**src/rtl/uart_cmd_parser.sv**
```systemverilog
// uart_cmd_parser
//   Packs bytes from the UART receiver little-endian into 32-bit words and
//   parses host frames of the form: CMD, COUNT, then COUNT (ADDR, DATA) pairs.
//   Each completed pair is presented on cmd/addr/data with a one-cycle done.
//
// Optional feature: define UART_CMD_TIMEOUT_EN to abort a frame after
// TIMEOUT_CYCLES idle clocks mid-frame (err pulse, return to S_CMD).
//
// Ports:
//   clk        in   1   system clock
//   reset      in   1   synchronous, active-high reset
//   rx_data    in   8   received byte
//   rx_valid   in   1   rx_data valid strobe
//   cmd        out  32  CMD word of current frame
//   addr       out  32  address of current pair
//   data       out  32  data of current pair
//   done       out  1   strobe: cmd/addr/data hold a complete pair
//   frame_end  out  1   strobe: frame finished normally
//   busy       out  1   frame in progress
//   err        out  1   strobe: COUNT rejected or timeout
module uart_cmd_parser #(
  parameter int unsigned MAX_COUNT      = 256,
  parameter int unsigned TIMEOUT_CYCLES = 52080
) (
  input  logic        clk,
  input  logic        reset,
  input  logic [7:0]  rx_data,
  input  logic        rx_valid,
  output logic [31:0] cmd,
  output logic [31:0] addr,
  output logic [31:0] data,
  output logic        done,
  output logic        frame_end,
  output logic        busy,
  output logic        err
);

  localparam logic [1:0] S_CMD   = 2'd0;
  localparam logic [1:0] S_COUNT = 2'd1;
  localparam logic [1:0] S_ADDR  = 2'd2;
  localparam logic [1:0] S_DATA  = 2'd3;

  logic [1:0]  state_q, state_d;
  logic [1:0]  idx_q, idx_d;
  logic [31:0] word_q, word_d;
  logic [31:0] cmd_q, cmd_d;
  logic [31:0] addr_q, addr_d;
  logic [31:0] data_q, data_d;
  logic [31:0] rem_q, rem_d;
  logic        done_q, done_d;
  logic        frame_end_q, frame_end_d;
  logic        err_q, err_d;

  // The word including the byte arriving this cycle; the FSM consumes this
  // directly so a completed word is acted on without an extra cycle.
  logic [31:0] word_next;
  logic        word_ok;
  logic        busy_w;

  assign word_next = {rx_data, word_q[31:8]};
  assign word_ok   = rx_valid && (idx_q == 2'd3);
  assign busy_w    = !((state_q == S_CMD) && (idx_q == 2'd0));

`ifdef UART_CMD_TIMEOUT_EN
  logic [31:0] tmo_q, tmo_d;
  logic        tmo_expire;

  // Expiry is the cycle the idle count would reach TIMEOUT_CYCLES; a byte
  // arriving in that cycle takes priority.
  assign tmo_expire = busy_w && !rx_valid && (tmo_q == 32'(TIMEOUT_CYCLES - 1));

  always_comb begin
    tmo_d = tmo_q;
    if (rx_valid || tmo_expire) begin
      tmo_d = '0;
    end else if (busy_w) begin
      tmo_d = tmo_q + 32'd1;
    end
  end
`endif

  always_comb begin
    state_d     = state_q;
    idx_d       = idx_q;
    word_d      = word_q;
    cmd_d       = cmd_q;
    addr_d      = addr_q;
    data_d      = data_q;
    rem_d       = rem_q;
    done_d      = 1'b0;
    frame_end_d = 1'b0;
    err_d       = 1'b0;

    if (rx_valid) begin
      word_d = word_next;
      idx_d  = idx_q + 2'd1;
    end

    if (word_ok) begin
      case (state_q)
        S_CMD: begin
          cmd_d   = word_next;
          state_d = S_COUNT;
        end
        S_COUNT: begin
          if (word_next == 32'd0) begin
            frame_end_d = 1'b1;
            state_d     = S_CMD;
          end else if (word_next > 32'(MAX_COUNT)) begin
            err_d   = 1'b1;
            state_d = S_CMD;
          end else begin
            rem_d   = word_next;
            state_d = S_ADDR;
          end
        end
        S_ADDR: begin
          addr_d  = word_next;
          state_d = S_DATA;
        end
        default: begin // S_DATA
          data_d = word_next;
          done_d = 1'b1;
          rem_d  = rem_q - 32'd1;
          if (rem_q == 32'd1) begin
            frame_end_d = 1'b1;
            state_d     = S_CMD;
          end else begin
            state_d = S_ADDR;
          end
        end
      endcase
    end

`ifdef UART_CMD_TIMEOUT_EN
    // Abort discards the partial word; cmd/addr/data keep their values.
    if (tmo_expire) begin
      err_d   = 1'b1;
      idx_d   = 2'd0;
      state_d = S_CMD;
    end
`endif
  end

  always_ff @(posedge clk) begin
    if (reset) begin
      state_q     <= S_CMD;
      idx_q       <= 2'd0;
      word_q      <= '0;
      cmd_q       <= '0;
      addr_q      <= '0;
      data_q      <= '0;
      rem_q       <= '0;
      done_q      <= 1'b0;
      frame_end_q <= 1'b0;
      err_q       <= 1'b0;
`ifdef UART_CMD_TIMEOUT_EN
      tmo_q       <= '0;
`endif
    end else begin
      state_q     <= state_d;
      idx_q       <= idx_d;
      word_q      <= word_d;
      cmd_q       <= cmd_d;
      addr_q      <= addr_d;
      data_q      <= data_d;
      rem_q       <= rem_d;
      done_q      <= done_d;
      frame_end_q <= frame_end_d;
      err_q       <= err_d;
`ifdef UART_CMD_TIMEOUT_EN
      tmo_q       <= tmo_d;
`endif
    end
  end

  assign cmd       = cmd_q;
  assign addr      = addr_q;
  assign data      = data_q;
  assign done      = done_q;
  assign frame_end = frame_end_q;
  assign err       = err_q;
  assign busy      = busy_w;

endmodule

```
**config.mk**
```make
export PLATFORM = sky130hd
export DESIGN_NAME = uart_cmd_parser
export DESIGN_NICKNAME = d
export VERILOG_FILES = /design/src/rtl/uart_cmd_parser.sv
export SDC_FILE = /design/constraint.sdc
export NUM_CORES = 1
export LEC_CHECK = 0
export ABC_AREA = 1
export CORE_ASPECT_RATIO = 1.25
export CORE_MARGIN = 5
export CORE_UTILIZATION = 25
export DETAILED_ROUTE_END_ITERATION = 10
export HOLD_SLACK_MARGIN = 0.15
export SYNTH_ARGS = -nofsm -noshare
export SYNTH_HDL_FRONTEND = slang
export SYNTH_SLANG_ARGS = --single-unit
```
**constraint.sdc**
```tcl
create_clock -name clk -period 1.8 [get_ports clk]
set_input_delay 0.36 -clock clk [delete_from_list [all_inputs] [get_ports clk]]
set_output_delay 0.36 -clock clk [all_outputs]
set_load 0.02 [all_outputs]
```
After elaboration in Yosys (flattened, before gate mapping)
Index checks and enable logic that the tools add are counted.
- bits in registers: 167
- input bits: 11
- output and inout bits: 100
- word-level logic and storage cells: 49
- add/subtract/negate cells: 2
- $lt $le $gt $ge: 1
- equality and inequality tests: 6
- mux-type cells: 12
- bitwise gates (word level): 4
- reductions and logical operators: 14
- operator list (operator ; number):
    $mux 32 ; 2
    $pmux 32 s2 ; 1
    $eq 32x1->1 const B ; 1
    $gt 32x9->1 const B ; 1
    $logic_not 32->1 ; 1
    $sub 32x1->32 const B ; 1
    $mux 2 ; 3
    $pmux 2 s3 ; 1
    $reduce_and 2->1 ; 3
    $eq 2x2->1 const B ; 2
    $logic_not 2->1 ; 2
    $mux 1 ; 4
    $ne 2x2->1 const B ; 2
    $not 1->1 ; 4
    $reduce_and 4->1 ; 1
    $reduce_or 2->1 ; 2
    $reduce_or 4->1 ; 1
    $reduce_or 3->1 ; 1
    $add 2x1->2 const B ; 1
    $eq 2x1->1 const B ; 1
    $logic_and 1x1->1 ; 2
    $pmux 1 s2 ; 1
    $logic_not 1->1 ; 1

Longest topological paths before layout
Gate-level depths: netlist (run 1).
- word-level depth: 4
- depth in mapped cells: 13
- gate-level depth less buffers: 12

Least setup slack after synthesis (run 1)
OpenSTA, ideal clock, no wires.
- kind: register -> register
- from: register rem_q[0]
- to: register rem_q[30]
- library setup time: 0.110 ns
- arrival time: 1.424 ns
- data required time: 1.690 ns
- path slack: 0.266 ns
- stages on the path, launching flop included: 12
- path buffers: 0
- period minus slack after synthesis: 1.534 ns
- cells stage by stage: dfxtp_1 > inv_1 > ha_1 > nand2_1 > nor2_1 > nand2_1 > o21ai_0 > nand2_1 > nand2_1 > nand2_1 > inv_1 > nor2_1
- cells in the longest elaborated chain, start to end: 2
- RTL lines (element ; line ; RTL):
    start: declaration ; 49 ; logic [31:0] rem_q, rem_d;
    start signal: assignment ; 167 ; rem_q <= rem_d;
    $sub 32x1->32 ; 124 ; rem_d = rem_q - 32'd1;
    $pmux 32 s2 ; 100 ; case (state_q)
Every way passes these cells.
A chain may end at the register's enable or synchronous reset.

Worst setup path after layout (run 1)
- from: register cmd_q[26], in the netlist cmd[26]
- to: output port cmd[26]
- RTL lines (element ; line ; RTL):
    start: declaration ; 46 ; logic [31:0] cmd_q, cmd_d;
    start signal: assignment ; 164 ; cmd_q <= cmd_d;
    end: declaration ; 29 ; output logic [31:0] cmd,
No word-level cell between the ends.

==> impl_metrics.toml, run 1 <==
[floorplanning]
die-area_um2 = 31100
rows = 68
initial_core_util_pct = 25.2
dieWidth_um = 159
die_h_um = 196
io_pins = 111
core_um2 = 27500

[sta]
rsz0062_at_grt = "true"
finalWorstSetupSlack_ps = 21.9
tightest_slew_ps = 325
slew_headroom_pct = 78.3
setup_viol = 0
finalCriticalPeriod_ps = 1780
slew_viol_final = 0
hold_ws_ps = 484
timing.fmax_mhz = 562
finalCritPeriodShare_pct = 98.8
skew_ps = 15.7
final-hold-violation-count = 0

[clock_tree]
clk_pin_slew_ps = 70
htree_levels = 4
numClockSinks = 159
clock_path_buffers = 2
cts_tree = "yes"
cts_buffers = 17
cts_root_buffer = "clkbuf_16"
clkLatencyLatePin_ps = 440

[global_route]
grt_pass1_vias = 6734
use_met2_pct = 25.0
grt_antenna_before_repair = 0
grt_use_met1_pct = 16.7
grt_pass1_wl_mm = 36.4
grt_max_degree = 45
busiest_layer = "met2"
grt_usage_pct = 14.4
grt_use_met3_pct = 3.64
grt_overflow = 0

[yosys]
synth_cell_types = 26
syn_inst = 1022
ys_seq_area_share_pct = 46.0
synth_warnings = 0
yosysTopAreaCellShare_pct = 46.0
yosysTopAreaCell = "dfxtp_1"
synth_area_leaders = "dfxtp_1 46%, nor2_1 16%, o21ai_0 10%, nand2_1 7.7%, a21oi_1 5.0%"
synth_area_um2 = 6920
synth_nets = 1037
avgSynthCellArea_um2 = 6.77
synth-seq-cells = 159

[final_layout]
post_route_cells_drive_above_1_share_pct = 11.4
syn2layout_area_growth_pct = 38.7
layout_commonest_cell = "nor2_1"
fillers = 2896
final_nets = 1187
final_cell_mix = "286 x nor2_1, 158 x dfxtp_1, 142 x o21ai_0, 141 x nand2_1, 78 x clkdlybuf4s50_1"
antenna_cells = 0

[placed_design]
numPortBuffers = 110
dpl.hpwl_mm = 16.5
place_congestion = 0.907
post-place-ws_ps = -332

[setup_path]
worst-path-buf-inv = 1
critPathMaxStageDelay_ps = 620
cp_data_required_time_ps = 1440
cp.arrival_ps = 1420
critPathTopFamily = "buffers and inverters"
cp_slowest_cell = "clkdlybuf4s50_1"
path_max_fanout = 2
cp_num_cells = 1
cp-end-kind = "primary output"
rr_worst_depth = 11
crit_chain = "clkdlybuf4s50_1"
crit_type = "reg -> out"
start_kind = "flip-flop"

[routing]
num_vias = 7088
drc = 0
drt-total-wl_mm = 23.0
drt-initial-drc-count = 398
post_drt_wl_per_cell_um = 15.0
drt-pass1-iter-count = 5
ant_nets = 0
via_per_inst = 4.62

[power]
pwr_density_cell_nw_per_um2 = 791
ir_drop_uv = 598
p_leak_nw = 4.84

[worst_hold_path]
holdPathStages = 2
min_path_type = "reg -> reg"

[status]
status = "complete, no violations"

[flow_run]
drv_cap = 0
==> state kept, by name, summed over array words and instances (netlist names) <==
signal     cells
addr          32
frame_end      1
done           1
cmd           32
state_q        2
word_q        24
err            1
rem_q         32
idx_q          2
data          32
==> through the flow <==
step | setup TNS, ps | std cells | cell area, um2 | total power, mW | util [%]
2_1_floorplan | 0 | 1022 | 6920 | 3.93 | -
3_3_place_gp | -13800 | 1500 | 8900 | 4.19 | 32.4
3_5_place_dp | -14720 | 1500 | 8900 | 4.19 | 32.4
4_1_cts | 0 | 1532 | 9450 | 7.68 | 34.4
5_1_grt | -13.9 | 1535 | 9600 | 7.86 | 34.9
6_report | 0 | 1535 | 9600 | 7.59 | 34.9
==> cell usage after synthesis, drive strengths merged <==
master    n
nor2    301
dfxtp   159
nand2   144
o21ai   142
inv      71
a21oi    70
nand3    55
clkbuf   38
buf      16
nand4     8
a31oi     4
ha        4
nor3      4
xor2      3
clkinv    1
nand3b    1
nor4      1
==> worst paths after layout <==
path | slack (ps) | startpoint | to
hold reg to reg | 480 | cmd[19]$_SDFFE_PP0P_ | cmd[19]$_SDFFE_PP0P_
hold / removal | 480 | cmd[19]$_SDFFE_PP0P_ | cmd[19]$_SDFFE_PP0P_
setup / recovery | 20 | cmd[26]$_SDFFE_PP0P_ | cmd[26]
setup reg to reg | 170 | word_q[25]$_SDFFE_PP0P_ | rem_q[4]$_SDFFE_PP0P_
==> cell families (layout without fill, tap and decap cells) <==
kind of cell	count (synthesis)	count (layout)	share of synthesized area (%)
AOI/OAI and AO/OA	216	216	15.8
adders and majority gates	4	4	0.723
buffers and inverters	126	289	7.20
DFF	159	159	46.0
and+or+nand+nor	514	514	29.9
xor gates and xnor gates	3	3	0.380
==> metal layers <==
metal	wire, um	part of all wire [%]
met4	794	3.5
met1	9500	41
met3	1160	5.1
met2	11500	50
met5	0	0
==> layout make-up <==
type                            instances  area, um2  share of cell area (%)
Sequential cell                       159       3180                    33.2
Clock inverter                         14        121                    1.26
Inverter                               72        272                    2.83
Clock buffer                           18        439                    4.58
Multi-Input combinational cell        737       3300                    34.3
Tap cell                              350        438                    4.56
Timing Repair Buffer                  185       1850                    19.2
==> where the power goes <==
part           internal [mW]  switching (mW)
Clock                   1.85            1.63
Combinational          0.188           0.316
Sequential              3.58          0.0356
Total                   5.61            1.98
==> repair_timing <==
item	4_1_cts	5_1_grt
endpoints found under the hold margin	0	0
pin swaps	0	5
buffers inserted	0	2
setup endpoints to repair	11	51
cloned	0	1
hold buffers	0	0
gates resized for setup	13	38
Note: power is estimated with default switching activity, not from simulation.
==> run 2: changes to the inputs <==
--- a/config.mk
+++ b/config.mk
@@ -11,6 +11,7 @@
 export CORE_UTILIZATION = 25
 export DETAILED_ROUTE_END_ITERATION = 10
 export HOLD_SLACK_MARGIN = 0.15
+export SLEW_MARGIN = 20
 export SYNTH_ARGS = -nofsm -noshare
 export SYNTH_HDL_FRONTEND = slang
 export SYNTH_SLANG_ARGS = --single-unit
==> results of run 2 <==
Final layout, timing and power as in run 1 (identical DEF).
==> run 3: changes to the inputs <==
==> constraint.sdc (replaced) <==
create_clock -name clk -period 2 [get_ports clk]
set_input_delay 0.4 -clock clk [delete_from_list [all_inputs] [get_ports clk]]
set_output_delay 0.4 -clock clk [all_outputs]
set_load 0.02 [all_outputs]
==> impl_metrics.toml, run 3 (synthesized netlist as in run 1, its figures left out) <==
[power]
power_switching_mw = 1.66
ir_drop_uv = 565
pwr_density_cell_nw_per_um2 = 758
switching_share_pct = 23.6
pwr-share-comb_pct = 5.8
intPower_mw = 5.38
p_leak_nw = 4.26
seqPwrFrac_pct = 46.4
clockPowerShare_pct = 47.8

[setup_path]
cp-end-kind = "primary output"
crit_type = "reg -> out"
cp_data_required_time_ps = 1600
start_kind = "flip-flop"
critPathMaxStageDelay_ps = 360
path_max_fanout = 3
cp_slowest_cell = "dlygate4sd2_1"
crit_chain = "inv_1 > ha_1 > nand2_1 > dlygate4sd2_1"
cp.arrival_ps = 1450

[worst_hold_path]
min_path_type = "reg -> reg"

[sta]
final-hold-violation-count = 0
rsz0062_at_grt = "false"
setup_viol = 0
slew_headroom_pct = 62.7
finalCriticalPeriod_ps = 1850
skew_ps = 9.69
timing.fmax_mhz = 541
tightest_slew_ps = 559
finalCritPeriodShare_pct = 92.4
slew_viol_final = 0
finalWorstSetupSlack_ps = 151

[placed_design]
placed_area_um2 = 8680
dpl.hpwl_mm = 15.9
place_congestion = 0.895
post-place-ws_ps = -221
dp_cells = 1474
numPortBuffers = 110

[floorplanning]
io_pins = 111
initial_core_util_pct = 25.2
core_um2 = 27500
dieWidth_um = 159
die-area_um2 = 31100
rows = 68
die_h_um = 196

[clock_tree]
cts_root_buffer = "clkbuf_16"
htree_levels = 4
cts_setup_buffers = 0
cts_hold_buf = 0
cts_tree = "yes"
clkLatencyLatePin_ps = 430
cts_buffers = 17
clock_path_buffers = 2
numClockSinks = 159
clk_pin_slew_ps = 60

[global_route]
grt_max_degree = 85
grt_pass1_wl_mm = 36.0
grt_pass1_vias = 6651
grt_usage_pct = 14.2
grt_antenna_before_repair = 0
grt_overflow = 0

[final_layout]
layout_commonest_cell = "nor2_1"
post_route_cells_drive_above_1_share_pct = 7.88
instances_no_fill = 1505
syn2layout_area_growth_pct = 34.2
final_nets = 1158
finalInstanceArea_um2 = 9290
final_cell_mix = "294 x nor2_1, 158 x dfxtp_1, 142 x o21ai_0, 142 x nand2_1, 109 x clkdlybuf4s50_1"
antenna_cells = 0

[routing]
drt-total-wl_mm = 22.6
drc = 0
via_per_inst = 4.60
drt-initial-drc-count = 389
drt-pass1-iter-count = 6
ant_nets = 0
post_drt_wl_per_cell_um = 15.0
num_vias = 6928

[status]
status = "complete, no violations"

[flow_run]
drv_cap = 0
-- run 3: cell count changes in the layout (fill, tap and decap cells not counted), sizes merged --
cell,before,now
clkinv,4,5
clkinvlp,4,2
bufinv,0,3
buf,75,46
clkdlybuf4s50,78,109
clkbuf,19,20
dlygate4sd2,10,1
inv,78,73
dlymetal6s2s,21,0
-- run 3: layout make-up --
type	count	area, um2
clock buffer	20	447
sequential	159	3180
multi-input combinational	737	3240
inverter	72	272
fill	2937	18200
timing repair buffer	156	1550
tap	350	438
clock inverter	11	156
-- run 3: worst paths after layout --
path,from,endpoint,slack (ps),depth (start not counted)
worst min-delay path,cmd[5]$_SDFFE_PP0P_,cmd[5]$_SDFFE_PP0P_,490,2
worst max register to register,word_q[12]$_SDFFE_PP0P_,rem_q[17]$_SDFFE_PP0P_,260,10
worst max-delay path,idx_q[0]$_SDFFE_PP0P_,busy,150,4
worst min register to register,cmd[5]$_SDFFE_PP0P_,cmd[5]$_SDFFE_PP0P_,490,2
-- run 3: worst max-delay path: cells and delay by family (launching register included) --
| kind | cells | cell delay, ps |
|---|---|---|
| flops | 1 | 330 |
| buf+inv | 2 | 430 |
| simple gates | 1 | 70 |
| fa+ha+maj | 1 | 190 |
-- run 3: power by group through the flow --
stage,combinational (mW),clock [mW],sequential (mW)
2_1_floorplan,0.185,0,3.35
3_3_place_gp,0.410,0,3.34
3_5_place_dp,0.412,0,3.34
4_1_cts,0.412,3.43,3.27
5_1_grt,0.449,3.55,3.27
6_report,0.409,3.36,3.27
-- run 3: timing repair --
item,CTS,global route
gates resized for setup,2,0
endpoints found under the setup margin,1,0
hold endpoints to repair,0,0
-- run 3: routing by layer --
metal / global-route usage (%) / part of all wire (%)
met3: 3.72 / 5.4
met1: 16.8 / 42
met5: 0 / 0
met2: 23.7 / 48
met4: 7.49 / 4.6
-- run 3: stage by stage --
step	hold WS (ps)	util, %	total power, mW	setup TNS (ps)
after detailed placement	479	31.6	3.75	-6170
after floorplan	455	-	3.53	0
after CTS	491	33.8	7.11	0
final	490	33.8	7.04	0
after global routing	512	33.8	7.28	0
after global placement	467	31.6	3.75	-4960
